## config.mk

```make
export PLATFORM = sky130hd
export DESIGN_NAME = tinker_muldiv
export DESIGN_NICKNAME = d
export VERILOG_FILES = /design/src/rtl/tinker_muldiv.sv
export SDC_FILE = /design/constraint.sdc
export NUM_CORES = 1
export LEC_CHECK = 0
export CORE_MARGIN = 3
export CORE_UTILIZATION = 50
export CTS_CLUSTER_DIAMETER = 60
export CTS_CLUSTER_SIZE = 25
export DETAILED_ROUTE_END_ITERATION = 10
export PLACE_DENSITY = 0.7
export SYNTH_ARGS = -nofsm -noshare
export SYNTH_HDL_FRONTEND = slang
export SYNTH_SLANG_ARGS = --single-unit
export TNS_END_PERCENT = 1
```

## constraint.sdc

```tcl
create_clock -name clk -period 15.4 [get_ports clk]
set_input_delay 4.62 -clock clk [delete_from_list [all_inputs] [get_ports clk]]
set_output_delay 4.62 -clock clk [all_outputs]
set_load 0.01 [all_outputs]
```

## src/rtl/tinker_muldiv.sv

```systemverilog
// tinker_muldiv: iterative radix-2 shift-add multiplier / restoring divider with tagged results.
// Latency: result valid WIDTH+1 edges after acceptance (acceptance edge counted); div-by-zero and reserved op finish on the acceptance edge.
// Backpressure: result is held in DONE until res_ready; a new request is accepted on the same edge the result drains.
// Optional feature: define TINKER_MULDIV_SIGNED_EN to honour is_signed (magnitude compute, sign fix-up at the end).
module tinker_muldiv #(
  parameter int WIDTH = 64,
  parameter int TAG_W = 5
) (
  input  logic             clk,
  input  logic             reset,
  input  logic             start_valid,
  output logic             start_ready,
  input  logic [1:0]       op,
  input  logic             is_signed,
  input  logic [WIDTH-1:0] a,
  input  logic [WIDTH-1:0] b,
  input  logic [TAG_W-1:0] tag_in,
  input  logic             flush,
  output logic             res_valid,
  input  logic             res_ready,
  output logic [WIDTH-1:0] result,
  output logic [TAG_W-1:0] tag_out,
  output logic             div_by_zero
);

  localparam int CNT_W = $clog2(WIDTH + 1);
  localparam logic [1:0] OP_MUL = 2'b00;
  localparam logic [1:0] OP_DIV = 2'b01;
  localparam logic [1:0] OP_REM = 2'b10;
  localparam logic [1:0] OP_RSV = 2'b11;

  typedef enum logic [1:0] {S_IDLE, S_RUN, S_DONE} state_t;

  state_t           state;
  logic [CNT_W-1:0] cnt;
  logic [1:0]       op_q;
  logic             neg_q;
  // x_q: multiplicand (shifts left) or divisor; y_q: multiplier (shifts right) or dividend/quotient
  logic [WIDTH-1:0] x_q, y_q, acc_q;

  logic             accept, signed_req, a_neg, b_neg, b_zero;
  logic [WIDTH-1:0] a_mag, b_mag;
  logic [WIDTH-1:0] mul_acc, div_acc, div_y, raw_fin, fin;
  logic [WIDTH:0]   rem_sh, diff;

`ifdef TINKER_MULDIV_SIGNED_EN
  assign signed_req = is_signed;
`else
  logic unused_is_signed;
  assign unused_is_signed = is_signed;
  assign signed_req = 1'b0;
`endif

  assign start_ready = !reset && !flush &&
                       ((state == S_IDLE) || ((state == S_DONE) && res_ready));
  assign res_valid   = (state == S_DONE);
  assign accept      = start_valid && start_ready;

  assign a_neg  = signed_req & a[WIDTH-1];
  assign b_neg  = signed_req & b[WIDTH-1];
  assign a_mag  = a_neg ? -a : a;
  assign b_mag  = b_neg ? -b : b;
  assign b_zero = (b == '0);

  // One iteration step on the held operands, plus the sign-corrected final value
  always_comb begin
    mul_acc = y_q[0] ? (acc_q + x_q) : acc_q;
    rem_sh  = {acc_q, y_q[WIDTH-1]};
    diff    = rem_sh - {1'b0, x_q};
    div_acc = diff[WIDTH] ? rem_sh[WIDTH-1:0] : diff[WIDTH-1:0];
    div_y   = {y_q[WIDTH-2:0], ~diff[WIDTH]};
    case (op_q)
      OP_MUL:  raw_fin = mul_acc;
      OP_DIV:  raw_fin = div_y;
      default: raw_fin = div_acc;
    endcase
    fin = neg_q ? -raw_fin : raw_fin;
  end

  // Control FSM and datapath registers; flush beats any start or drain in the same cycle
  always_ff @(posedge clk or posedge reset) begin
    if (reset) begin
      state       <= S_IDLE;
      cnt         <= '0;
      op_q        <= OP_MUL;
      neg_q       <= 1'b0;
      x_q         <= '0;
      y_q         <= '0;
      acc_q       <= '0;
      result      <= '0;
      tag_out     <= '0;
      div_by_zero <= 1'b0;
    end else if (flush) begin
      state <= S_IDLE;
      cnt   <= '0;
    end else if (accept) begin
      // accept only happens from IDLE or from a draining DONE, so this also covers back-to-back
      tag_out <= tag_in;
      op_q    <= op;
      neg_q   <= (op == OP_REM) ? a_neg : (a_neg ^ b_neg);
      cnt     <= '0;
      acc_q   <= '0;
      if (op == OP_MUL) begin
        x_q <= a_mag;
        y_q <= b_mag;
      end else begin
        x_q <= b_mag;
        y_q <= a_mag;
      end
      if (op == OP_RSV) begin
        state       <= S_DONE;
        result      <= '0;
        div_by_zero <= 1'b0;
      end else if ((op != OP_MUL) && b_zero) begin
        state       <= S_DONE;
        result      <= (op == OP_DIV) ? '0 : a;
        div_by_zero <= 1'b1;
      end else begin
        state <= S_RUN;
      end
    end else begin
      case (state)
        S_RUN: begin
          if (op_q == OP_MUL) begin
            acc_q <= mul_acc;
            x_q   <= x_q << 1;
            y_q   <= y_q >> 1;
          end else begin
            acc_q <= div_acc;
            y_q   <= div_y;
          end
          if (cnt == CNT_W'(WIDTH - 1)) begin
            state       <= S_DONE;
            result      <= fin;
            div_by_zero <= 1'b0;
            cnt         <= '0;
          end else begin
            cnt <= cnt + CNT_W'(1);
          end
        end
        S_DONE: if (res_ready) state <= S_IDLE;
        default: ;
      endcase
    end
  end

endmodule

```

-- After elaboration in Yosys (flattened, before gate mapping)
Index checks and enable logic that the tools add are counted.
- div/mod/pow operators: 0
- bitwise operators: 2
- add/sub/neg operators: 3
- reductions and logical operators: 23
- equal/unequal tests: 9
- shift-type cells: 0
- $lt $le $gt $ge: 0
- multiplexer cells: 36
- multiply operators: 0
- operator list (cell ; count):
    two-way mux 64 bit ; 19
    one-hot mux 64 bit (2 select lines) ; 1
    subtractor 65 x 64 -> 65 bit ; 1
    adder 64 bit ; 1
    logical NOT 64 bit ; 1
    two-way mux 7 bit ; 4
    two-way mux 2 bit ; 6
    nonzero test 2 bit ; 4
    adder 7 x 1 -> 7 bit, second input constant ; 1
    equality test 7 x 6 -> 1 bit, second input constant ; 1
    equality test 2 x 1 -> 1 bit, second input constant ; 3
    logical NOT 2 bit ; 3
    AND reduction 3 bit ; 2
    logical AND 1 bit ; 5
    two-way mux 1 bit ; 5
    equality test 2 bit, second input constant ; 2
    != test 4 x 2 -> 1 bit, second input constant ; 1
    != test 4 bit, second input constant ; 1
    one-hot mux 2 bit (2 select lines) ; 1
    AND reduction 2 bit ; 2
    AND reduction 4 bit ; 1
    nonzero test 4 bit ; 1
    != test 3 x 1 -> 1 bit, second input constant ; 1
    nonzero test 3 bit ; 1
    other kinds (3) ; 5
- bits in read-only memories: 0
- logic and storage cells: 82
- latch bits: 0
- register bits: 273
- input bits: 141
- memories: 0
- bits in writable memories: 0

-- Longest topological paths before layout
- depth in word-level cells: 7
- depth in mapped cells: 17
- mapped depth without buffers: 15

-- Least setup slack after synthesis
Ideal clock, no wire load.
- path kind: input -> output
- start: input port res_ready
- end: output port start_ready
- arrival: 5.516 ns
- buffers on the path: 0
- setup slack: 5.264 ns
- stages on the path: 2
- data required time: 10.780 ns
- path through: inv_1 -> a2111oi_0
- cells in the longest elaborated chain, start to end: 3
- RTL lines (element ; RTL line ; RTL):
    start, declared ; 20 ; input logic res_ready,
    logical AND 1 bit ; 55 ; ((state == S_IDLE) || ((state == S_DONE) && res_ready));
    logical OR 1 bit ; 55 ;
    logical AND 1 bit ; 54 ; assign start_ready = !reset && !flush &&
    end, declared ; 12 ; output logic start_ready,
Every way passes these cells.

-- Worst setup path after layout
- start: input port flush
- end: output port start_ready
- cells in the longest elaborated chain, start to end: 3
- RTL lines (element ; RTL line ; RTL):
    start, declared ; 18 ; input logic flush,
    logical NOT 1 bit ; 54 ;
    logical AND 1 bit (2 in a row) ; 54 ;
Every way passes these cells.

==> impl_metrics.yaml <==
logic_synthesis:
  syn_area_um2: 24080
  synth_common_cells: "nand2_1 (410), dfrtp_1 (273), a21oi_1 (272)"
  yosysSeqAreaShare_pct: 28.37
  synth-main-ff-cell: "dfrtp_1"
  synthTopCellsByArea: "dfrtp_1 (28%), mux2i_1 (7.7%), ha_1 (6.7%)"
  yosys_warnings: 0
  synthMostInstantiatedCell: "nand2_1"
  ys_types: 75
  synth_top_area_share_pct: 28.37
  synth_edf_count: 0
  synth_top_area_cell: "dfrtp_1"
  synth_fp_nets: 3289
  ys_async_sr_fraction_pct: 100.0
  synth-seq-cells: 273
  syn_inst: 3018
  avgSynthCellArea_um2: 7.979
place:
  dp_worst_setup_slack_ps: 4447
  gp_congestion: 0.9909
  portBuffers: 211
  place_hpwl_mm: 73.32
  placed_area_um2: 26590
  dp_cells: 3664
power:
  p_per_area_nw_per_um2: 185.9
  power_leakage_nw: 12.00
  vdd_drop_max_mv: 0.1506
clock_tree:
  cts_buffers: 31
  cts-root-buf: "clkbuf_16"
  ctsResizeCount: 0
  cts_tree: "yes"
  clock_path_buffers: 3
  htreeDepth: 1
  cts_sinks: 273
  clk_latency_ps: 620
  post_cts_buffers: 0
  clkTransAtPathRegs_ps: 70
  ctsHoldBuffers: 0
route:
  wl_met3_mm: 9.920
  wire_per_inst_um: 27.14
  wl_met2_mm: 44.41
  dr.pass1.iters: 8
  route.vias.total: 25702
  wl_met1_mm: 42.07
  drt-initial-drc-count: 2948
  drc: 0
  postRouteWirelength_mm: 101.1
  ant_nets: 0
  via_per_inst: 6.898
  routed.top_layer: "met4"
sta:
  max_freq_mhz: 91.38
  finalClockSkew_ps: 17.60
  rsz0062_at_grt: "no"
  post-route-period-util_pct: 71.06
  hold_viol: 0
  worstMarginPinSlew_ps: 1494
  layout_setup_ws_ps: 4457
  final-setup-viol-count: 0
  slew_violations: 1
  whs_ps: 489.0
  relSlewSlack_pct: -2.199
  period_minus_slack_ps: 10940
  tns_ps: 0
layout:
  stdcell_area_um2: 27740
  seqCellArea_um2: 6833
  fill_cells: 4288
  syn_to_final_growth_pct: 15.21
  multi_input_area_um2: 16060
  final_cells: 3726
  post_route_cells_drive_above_1_share_pct: 5.845
  nets: 3361
run_status:
  status: "complete, but fails checks"
  violations: "max-capacitance violations, max-slew violations"
worst_hold_path:
  hp-class: "reg2reg"
floorplan:
  fp-row-count: 79
  initial_core_util_pct: 51.18
  die_x_um: 225.5
  design.core.area_um2: 47050
  die_h_um: 225.5
  io_pins: 213
  dieArea_um2: 50830
flow_run:
  maxCapViolations: 1
critical_path:
  path_class: "in2out"
  worstPathMaxFanout: 6
  cp_data_arrival_time_ps: 6320
  cp-start-kind: "input port"
  end_kind: "primary output"
  cp_data_required_time_ps: 10780
global_route:
  grt_max_degree: 135
  grt_pass1_vias: 24303
  grt-ovfl-total: 0
  grt_first_pass_wirelength_mm: 151.2
  grt_usage_pct: 38.62
  antenna_found_initial: 5
==> cells by family (layout without fill, tap and decap cells) <==
kind of cell	after synthesis	count (layout)	synth area share [%]
adders and majority gates	130	130	6.817
and+or+nand+nor	892	892	16.58
DFF	273	273	28.37
muxes	226	226	9.603
AOI/OAI and AO/OA	1038	1038	28.82
buffers and inverters	338	434	5.373
other	0	5	0
xor gates and xnor gates	121	121	4.432
==> critical path, stage by stage <==
cell	delay, ps
clkdlybuf4s50_1	540
a2111oi_0	410
buf_4	210
clkdlybuf4s50_1	530
==> cells in the final DEF (no fill, tap or decap), types with 91 or more instances in the layout <==
master,instances
nand2_1,406
clkdlybuf4s50_1,211
ha_1,128
nor2_1,186
o21ai_0,180
dfrtp_1,272
a211oi_1,91
inv_1,112
a21oi_1,272
mux2i_1,186
==> report_power, final <==
group	internal (mW)	switching, mW
combinational	1.21	1.84
sequential	0.941	0.327
clock	0.474	0.369
total	2.62	2.54
==> registers in the layout (all words and copies together) (netlist names) <==
name and flops:
acc_q 64, result 64, x_q 64, y_q 64
cnt 7, tag_out 5, op_q 2, state 2
div_by_zero 1
==> stage by stage <==
| stage | power, mW | util, % |
|---|---|---|
| global placement | 4.194 | 56.50 |
| CTS | 5.084 | 58.94 |
| detailed placement | 4.231 | 56.50 |
| global route | 5.469 | 58.94 |
| floorplan | 3.235 | - |
| finish | 5.158 | 58.96 |
==> routing by layer <==
metal,up-vias,GRT usage [%]
met5,-,0
met3,289,8.714
met1,12520,52.50
met4,0,15.79
met2,1515,59.62
li1,11378,-
==> area by class of cell <==
class / instances / share of cell area [%]
antenna: 5 / 0.04510
clock buffer: 36 / 3.044
clock inverter: 21 / 1.078
inverter: 115 / 1.583
multi-input combinational: 2407 / 57.89
sequential: 273 / 24.63
tap: 607 / 2.738
timing repair buffer: 262 / 8.993
==> worst paths after layout <==
kind / slack, ps / endpoint / depth (start not counted) / start
setup / recovery: 4460 / start_ready / 4 / flush
hold / removal: 490 / tag_out[4] / 2 / tag_out[4]
setup reg to reg: 9380 / result[41] / 15 / x_q[0]
hold reg to reg: 490 / tag_out[4] / 2 / tag_out[4]
max in group asynchronous: 9100 / x_q[28] / 3 / reset
min in group asynchronous: 4650 / tag_out[4] / 2 / reset
Note: power is estimated with default switching activity, not from simulation.
